--- config.mk ---
export PLATFORM = sky130hd
export DESIGN_NAME = vmem_fill
export DESIGN_NICKNAME = d
export VERILOG_FILES = /design/src/rtl/vmem_fill.sv
export SDC_FILE = /design/constraint.sdc
export NUM_CORES = 1
export LEC_CHECK = 0
export CAP_MARGIN = 20
export CORE_ASPECT_RATIO = 0.8
export CORE_MARGIN = 2
export CORE_UTILIZATION = 59
export CTS_CLUSTER_SIZE = 30
export DETAILED_ROUTE_END_ITERATION = 7
export GPL_TIMING_DRIVEN = 0
export PLACE_DENSITY = 0.95
export SKIP_CTS_REPAIR_TIMING = 1
export SYNTH_ARGS = -nofsm -noshare
export SYNTH_HDL_FRONTEND = slang
export SYNTH_SLANG_ARGS = --single-unit
--- constraint.sdc ---
create_clock -name clk_i -period 8.15 [get_ports clk_i]
set_input_delay 1.63 -clock clk_i [delete_from_list [all_inputs] [get_ports clk_i]]
set_output_delay 1.63 -clock clk_i [all_outputs]
set_load 0.005 [all_outputs]
--- src/rtl/vmem_fill.sv ---
// Rectangle fill engine writing COLOR into video memory in raster order, with CPU write priority.
// Optional clipping to the visible framebuffer is enabled by defining VMEM_FILL_CLIP_EN.
module vmem_fill #(
  parameter int FB_W = 240,
  parameter int FB_H = 240
) (
  input  logic        clk_i,
  input  logic        rst_ni,
  input  logic        cfg_we_i,
  input  logic [2:0]  cfg_addr_i,
  input  logic [15:0] cfg_wdata_i,
  output logic [15:0] cfg_rdata_o,
  input  logic        cpu_we_i,
  input  logic [15:0] cpu_waddr_i,
  input  logic [2:0]  cpu_wdata_i,
  output logic        vmem_we_o,
  output logic [15:0] vmem_waddr_o,
  output logic [2:0]  vmem_wdata_o,
  output logic        busy_o,
  output logic        done_o
);

  typedef enum logic [1:0] {IDLE, RUN, FIN} state_t;

`ifdef VMEM_FILL_CLIP_EN
  localparam bit CLIP_EN = 1'b1;
`else
  localparam bit CLIP_EN = 1'b0;
`endif

  localparam logic [8:0] FB_W9 = 9'(FB_W);
  localparam logic [8:0] FB_H9 = 9'(FB_H);

  state_t     state;
  logic [7:0] x0_q;
  logic [7:0] y0_q;
  logic [8:0] w_q;
  logic [8:0] h_q;
  logic [2:0] color_q;
  logic [8:0] cur_x;
  logic [8:0] cur_y;
  logic [8:0] col_cnt;
  logic [8:0] row_cnt;

  logic start_req;
  logic cfg_wr_ok;
  logic last_col;
  logic last_row;
  logic pix_we;
  logic unused_wdata;

  assign start_req    = cfg_we_i && (cfg_addr_i == 3'd5) && cfg_wdata_i[0];
  assign cfg_wr_ok    = cfg_we_i && (state == IDLE);
  assign last_col     = (col_cnt == w_q - 9'd1);
  assign last_row     = (row_cnt == h_q - 9'd1);
  assign pix_we       = !CLIP_EN || ((cur_x < FB_W9) && (cur_y < FB_H9));
  assign unused_wdata = ^cfg_wdata_i[15:9];

  // Geometry registers are frozen outside IDLE so a running fill cannot be disturbed.
  always_ff @(posedge clk_i or negedge rst_ni) begin
    if (!rst_ni) begin
      x0_q    <= '0;
      y0_q    <= '0;
      w_q     <= '0;
      h_q     <= '0;
      color_q <= '0;
    end else if (cfg_wr_ok) begin
      case (cfg_addr_i)
        3'd0:    x0_q    <= cfg_wdata_i[7:0];
        3'd1:    y0_q    <= cfg_wdata_i[7:0];
        3'd2:    w_q     <= cfg_wdata_i[8:0];
        3'd3:    h_q     <= cfg_wdata_i[8:0];
        3'd4:    color_q <= cfg_wdata_i[2:0];
        default: ;
      endcase
    end
  end

  always_comb begin
    cfg_rdata_o = '0;
    case (cfg_addr_i)
      3'd0:    cfg_rdata_o = {8'b0, x0_q};
      3'd1:    cfg_rdata_o = {8'b0, y0_q};
      3'd2:    cfg_rdata_o = {7'b0, w_q};
      3'd3:    cfg_rdata_o = {7'b0, h_q};
      3'd4:    cfg_rdata_o = {13'b0, color_q};
      3'd5:    cfg_rdata_o = {15'b0, busy_o};
      default: cfg_rdata_o = '0;
    endcase
  end

  // Fill FSM; a CPU write steals the vmem port for one cycle and the cursor holds.
  always_ff @(posedge clk_i or negedge rst_ni) begin
    if (!rst_ni) begin
      state        <= IDLE;
      cur_x        <= '0;
      cur_y        <= '0;
      col_cnt      <= '0;
      row_cnt      <= '0;
      vmem_we_o    <= 1'b0;
      vmem_waddr_o <= '0;
      vmem_wdata_o <= '0;
      busy_o       <= 1'b0;
      done_o       <= 1'b0;
    end else begin
      vmem_we_o <= 1'b0;
      done_o    <= 1'b0;
      if (cpu_we_i) begin
        vmem_we_o    <= 1'b1;
        vmem_waddr_o <= cpu_waddr_i;
        vmem_wdata_o <= cpu_wdata_i;
      end
      case (state)
        IDLE: begin
          if (start_req) begin
            busy_o <= 1'b1;
            if (w_q == 9'd0 || h_q == 9'd0) begin
              state  <= FIN;
              done_o <= 1'b1;
            end else begin
              state   <= RUN;
              cur_x   <= {1'b0, x0_q};
              cur_y   <= {1'b0, y0_q};
              col_cnt <= '0;
              row_cnt <= '0;
            end
          end
        end
        RUN: begin
          if (!cpu_we_i) begin
            vmem_we_o    <= pix_we;
            vmem_waddr_o <= {cur_y[7:0], cur_x[7:0]};
            vmem_wdata_o <= color_q;
            if (last_col) begin
              col_cnt <= '0;
              cur_x   <= {1'b0, x0_q};
              if (last_row) begin
                state  <= FIN;
                done_o <= 1'b1;
              end else begin
                row_cnt <= row_cnt + 9'd1;
                cur_y   <= cur_y + 9'd1;
              end
            end else begin
              col_cnt <= col_cnt + 9'd1;
              cur_x   <= cur_x + 9'd1;
            end
          end
        end
        FIN: begin
          state  <= IDLE;
          busy_o <= 1'b0;
        end
        default: begin
          state  <= IDLE;
          busy_o <= 1'b0;
        end
      endcase
    end
  end

endmodule
==> results of run 1 <==
[synth_stat cells, drive strengths merged (4+ instances only)]
cell type	number
o22ai	9
nor2b	13
o31ai	11
inv	22
a31oi	6
xor2	4
nor3	16
mux4	6
nand4	6
nor2	27
buf	18
nand2b	5
xnor2	16
or3	4
nand3b	4
mux2i	32
clkbuf	16
dfrtp	95
mux2	37
or2	7
ha	6
a21oi	24
or4	10
nand2	45
nand3	19
o21ai	39
a2bb2oi	6
[layer usage]
layer / vias up / part of all wire / global-route usage
met4: 0 / 0.036 / 0.132
met5: - / 0 / 0
met3: 64 / 0.099 / 0.117
li1: 2101 / - / -
met2: 281 / 0.48 / 0.489
met1: 2294 / 0.39 / 0.391
[layout make-up]
cell class | instances | share of cell area
Clock buffer | 10 | 0.0350
Sequential cell | 95 | 0.363
Inverter | 22 | 0.0126
Clock inverter | 5 | 0.00554
Multi-Input combinational cell | 394 | 0.432
Tap cell | 115 | 0.0220
Buffer | 34 | 0.0308
Timing Repair Buffer | 64 | 0.0990
[power by group through the flow]
stage / clock network, mW / registers (mW) / logic (mW)
final: 0.387 / 0.834 / 0.836
after global routing: 0.405 / 0.851 / 0.907
after CTS: 0.390 / 0.823 / 0.825
after detailed placement: 0 / 0.828 / 0.810
after global placement: 0 / 0.813 / 0.770
after floorplan: 0 / 0.759 / 0.576
[cells by family after synthesis]
kind of cell | synth area share
DFF | 0.435
xor gates and xnor gates | 0.0321
buffers and inverters | 0.0520
other | 0.000686
adders and majority gates | 0.0137
and+or+nand+nor | 0.167
AOI/OAI and AO/OA | 0.139
muxes | 0.160
[per-stage QoR]
stage / std cells / worst slack, ns / hold slack [ns]
finish: 739 / 2.57 / 0.538
global route: 739 / 2.48 / 0.564
CTS: 739 / 2.64 / 0.539
detailed placement: 724 / 2.65 / 0.519
global placement: 723 / 2.10 / 0.507
floorplan: 545 / 3.58 / 0.490
[registers in the layout, indices dropped and copies added (netlist names)]
signal,flops
color_q,3
h_q,9
col_cnt,9
cur_x,8
w_q,9
busy_o,1
y0_q,8
cur_y,8
done_o,1
vmem_we_o,1
vmem_wdata_o,3
vmem_waddr_o,16
row_cnt,9
x0_q,8
state,2
[path summary, 6_finish.rpt]
kind,from,endpoint,slack (ns)
min reg2reg,state[1],busy_o,0.54
max,cfg_addr_i[1],cfg_rdata_o[1],2.57
max reg2reg,w_q[0],col_cnt[7],4.72
min in group asynchronous,rst_ni,vmem_waddr_o[14],1.33
max in group asynchronous,rst_ni,vmem_waddr_o[3],6.15
min,state[1],busy_o,0.54
[worst max-delay path, cell delays in order]
cell and delay, ns:
clkdlybuf4s50_1 0.61, buf_1 0.48, mux2i_1 0.17, or3_1 0.33
o21ai_0 0.15, clkdlybuf4s50_1 0.57
[placed cells by master, fill, tap and decap left out, types with 10 or more instances in the layout]
master / Yosys / final
mux2_2: 37 / 37
nand2_1: 44 / 44
clkbuf_1: 16 / 17
dfrtp_1: 95 / 95
mux2i_1: 32 / 32
buf_4: 11 / 12
a21oi_1: 24 / 24
nor2_1: 27 / 27
xnor2_1: 16 / 16
clkdlybuf4s50_1: 0 / 62
nor2b_1: 13 / 13
inv_1: 22 / 22
nor3_1: 16 / 16
o21ai_0: 38 / 38
o31ai_1: 10 / 10
nand3_1: 19 / 19
==> flow_metrics.py, run 1 <==
metrics = {
    "floorplanning": {
        "io-pin-count": 80,
        "start_util": 0.605,
        "fp.dieW_um": 112,
        "die_area_um2": 10100,
        "core_um2": 9040,
        "die_h_um": 90.1,
        "rows": 31,
    },
    "setup_path": {
        "r2r_cells": 9,
        "worst_setup_path_end_kind": "output port",
        "crit_arrival_ns": 3.95,
        "crit_fanout": 10,
        "path_class": "input pin to output port",
        "start_kind": "input pin",
        "required_ns": 6.52,
    },
    "yosys": {
        "synth_top_area_share": 0.435,
        "yosys-top-cells-area": "dfrtp_1 44%, mux2_2 7.6%, mux2i_1 5.9%",
        "synth.yosys.warnings": 0,
        "synth_seq_area_share": 0.435,
        "synth_ff_type": "dfrtp_1",
        "yosysTopAreaCell": "dfrtp_1",
        "syn_area_um2": 5460,
        "synth_edf_count": 0,
        "synth_cell_type_count": 66,
        "ys_ff_latch": 95,
        "synthArstFlopShare": 1.00,
        "syn_avg_cell_area_um2": 10.1,
        "synthCells": 539,
    },
    "clock_network": {
        "clkSlewWorstSetupHoldPaths_ns": 0.06,
        "clk-insertion-delay-late_ns": 0.36,
        "cts_buffer_depth": 2,
        "tritoncts": "yes",
        "clock_sinks": 95,
        "cts_inserted_buffers": 9,
        "clock-root-buffer": "clkbuf_16",
        "cts_max_level": 3,
    },
    "power": {
        "seqPwrFrac": 0.406,
        "power_mw": 2.06,
        "peakVddDrop_uv": 220,
        "comb_power_share": 0.406,
        "swShare": 0.390,
        "clock_power_share": 0.188,
        "power_density_nw_per_um2": 314,
        "p_int_mw": 1.25,
        "p_leak_nw": 2.73,
        "power.switching_mw": 0.803,
    },
    "layout": {
        "nets": 668,
        "final_cell_area_um2": 6540,
        "final_util": 0.724,
        "drive_above_1_share": 0.151,
        "ff_latch_area_um2": 2380,
        "multi_input_area_um2": 2830,
        "diodes": 0,
        "num-fill-cells": 609,
        "area_growth_syn_to_layout_pct": 19.8,
    },
    "grt": {
        "grt_pass1_vias": 4866,
        "globalRouteTotalUtil": 0.312,
        "grt.overflow.total": 0,
        "antenna_found_initial": 0,
        "grt_max_degree": 56,
        "grt_pass1_wl_um": 24900,
    },
    "timing": {
        "fmax_ghz": 0.179,
        "slew_viol_final": 0,
        "tightest_slew_ns": 0.909,
        "rsz0062_at_grt": "no",
        "min_period_over_period": 0.684,
        "setup_tns_ns": 0,
        "hold_violations": 0,
        "setup_viol": 0,
        "fin_skew_ns": 0.0105,
        "finalCriticalPeriod_ns": 5.58,
        "relSlewSlack": 0.390,
    },
    "place": {
        "placed_cell_area_um2": 6280,
        "port-buffer-count": 63,
        "dp_hpwl_um": 10900,
        "gp_congestion": 0.926,
    },
    "route": {
        "drc_errors": 0,
        "routedWlPerCell_um": 20.5,
        "vias": 4740,
        "via_per_inst": 6.41,
        "postRouteAntennaNets": 0,
        "drt_iter0_markers": 449,
        "first_pass_iters": 7,
        "wirelength_um": 15100,
    },
    "flow_run": {
        "maxCapViolCount": 0,
    },
    "run_status": {
        "status": "complete, no violations",
    },
    "min_path": {
        "hold_path_class": "flop to flop",
        "whs_path_depth": 1,
    },
}
Note: power is estimated with default switching activity, not from simulation.
==> run 2: changes to the inputs <==
- CORE_UTILIZATION: 59 -> 55
- PLACE_DENSITY: 0.95 -> 0.92
- clock period: 8.15 -> 5.5 ns (I/O delays scaled with it)
==> flow_metrics.py, run 2 (same netlist as run 1, synthesis figures left out) <==
metrics = {
    "run_status": {
        "status": "complete, no violations",
    },
    "clock_network": {
        "clock_sinks": 95,
        "clk-insertion-delay-late_ns": 0.35,
        "cts_max_level": 3,
        "clock-root-buffer": "clkbuf_16",
        "tritoncts": "yes",
        "clkSlewWorstSetupHoldPaths_ns": 0.06,
        "cts_buffer_depth": 2,
        "cts_inserted_buffers": 9,
    },
    "timing": {
        "tightest_slew_ns": 0.978,
        "fin_skew_ns": 0.00717,
        "fmax_ghz": 0.229,
        "setup_viol": 0,
        "setup_tns_ns": 0,
        "min_period_over_period": 0.792,
        "hold_violations": 0,
        "holdWs_ns": 0.551,
        "slew_viol_final": 0,
        "rsz0062_at_grt": "no",
        "finalCriticalPeriod_ns": 4.36,
        "post-route-worst-setup-slack_ns": 1.14,
        "relSlewSlack": 0.343,
    },
    "setup_path": {
        "crit_fanout": 10,
        "path_class": "input pin to output port",
        "path_delay_family": "buffers and inverters",
        "cpMaxStageDelayCell": "clkdlybuf4s50_1",
        "start_kind": "input pin",
        "worst-path-buf-inv": 3,
        "cp_slowest_stage_delay_ns": 0.59,
        "crit_arrival_ns": 3.26,
        "worstPathCellList": "clkdlybuf4s50_1 > buf_1 > mux2i_1 > or3_1 > o21ai_0 > clkdlybuf4s50_1",
        "cp_common_cell": "clkdlybuf4s50_1",
        "required_ns": 4.40,
        "worst_setup_path_end_kind": "output port",
    },
    "place": {
        "port-buffer-count": 63,
        "gp_congestion": 0.938,
        "placed_cell_area_um2": 6300,
        "post-place-ws_ns": 1.16,
        "dp_hpwl_um": 11000,
    },
    "min_path": {
        "hold_path_class": "flop to flop",
    },
    "route": {
        "first_pass_iters": 5,
        "postRouteAntennaNets": 0,
        "via_per_inst": 6.34,
        "wirelength_um": 15400,
        "vias": 4827,
        "routedWlPerCell_um": 20.3,
        "drt_iter0_markers": 470,
        "drc_errors": 0,
    },
    "layout": {
        "largest_register_ffs": 16,
        "ff_latch_area_um2": 2380,
        "drive_above_1_share": 0.152,
        "nets": 668,
        "final_cell_mix": "95 x dfrtp_1, 62 x clkdlybuf4s50_1, 44 x nand2_1, 38 x o21ai_0, 37 x mux2_2",
        "regMostFlops": "vmem_waddr_o",
        "final_common_cell": "dfrtp_1",
        "num-fill-cells": 701,
        "diodes": 0,
        "multi_input_area_um2": 2830,
        "area_growth_syn_to_layout_pct": 21.3,
        "final_cell_area_um2": 6630,
    },
    "floorplanning": {
        "io-pin-count": 80,
        "core_um2": 9650,
        "start_util": 0.566,
        "die_h_um": 93.2,
        "fp.dieW_um": 115,
        "rows": 32,
        "die_area_um2": 10800,
    },
    "grt": {
        "grt_pass1_wl_um": 25000,
        "grt_pass1_vias": 4994,
        "grt.overflow.total": 0,
        "grt_max_degree": 52,
        "antenna_found_initial": 0,
        "globalRouteTotalUtil": 0.304,
    },
    "flow_run": {
        "maxCapViolCount": 0,
    },
    "power": {
        "comb_power_share": 0.388,
        "peakVddDrop_uv": 317,
        "power_density_nw_per_um2": 476,
        "p_int_mw": 1.96,
        "power.switching_mw": 1.19,
        "p_leak_nw": 2.77,
        "swShare": 0.378,
        "seqPwrFrac": 0.395,
        "clock_power_share": 0.217,
    },
}
[run 2: changes by cell type in the layout (fill, tap and decap cells not counted), sizes merged]
| cell | previous run | this run |
|---|---|---|
| bufinv | 0 | 2 |
| clkbuf | 26 | 27 |
| clkinvlp | 3 | 1 |
[run 2: per-layer routing]
layer	vias to the layer above	track usage	part of all wire	wire length, µm
li1	2107	-	-	-
met2	249	0.503	0.49	7540
met1	2420	0.380	0.39	5980
met5	-	0	0	0
met3	51	0.0687	0.085	1310
met4	0	0.137	0.038	594
[run 2: path summary, 6_finish.rpt]
check	from	endpoint	slack, ns	cells after the start
min reg2reg	cur_x[5]	cur_x[5]	0.55	1
min in group asynchronous	rst_ni	vmem_waddr_o[15]	0.78	1
max in group asynchronous	rst_ni	col_cnt[5]	4.05	2
max reg2reg	h_q[0]	cur_y[4]	2.23	12
min	cur_x[5]	cur_x[5]	0.55	1
max	cfg_addr_i[1]	cfg_rdata_o[1]	1.14	6
[run 2: cell type report]
cell class,instances,share of cell area
multi-input cells,394,0.426
plain buffers,34,0.0304
flip-flops and latches,95,0.359
clock buffers,11,0.0366
clock inverters,5,0.0123
inverters,22,0.0125
well taps,136,0.0257
repair buffers,64,0.0978
[run 2: power groups by stage]
stage	clock network (mW)	logic [mW]	registers, mW
5_1_grt	0.715	1.34	1.27
3_5_place_dp	0	1.19	1.24
3_3_place_gp	0	1.13	1.22
4_1_cts	0.689	1.21	1.23
2_1_floorplan	0	0.853	1.12
6_report	0.686	1.23	1.25
[run 2: metrics by stage]
stage,power (mW),utilization,cells
2_1_floorplan,1.98,-,545
6_report,3.16,0.687,761
3_5_place_dp,2.43,0.653,745
4_1_cts,3.13,0.687,761
5_1_grt,3.32,0.687,761
3_3_place_gp,2.35,0.652,744
[run 2: worst register-to-register path: cells and delay by family (launching register included)]
| kind | cells | cell delay [ns] |
|---|---|---|
| and+or+nand+nor | 2 | 0.59 |
| xor gates and xnor gates | 1 | 0.21 |
| DFF | 1 | 0.50 |
| AOI/OAI and AO/OA | 4 | 0.91 |
| buffers and inverters | 4 | 0.78 |
| adders and majority gates | 1 | 0.20 |
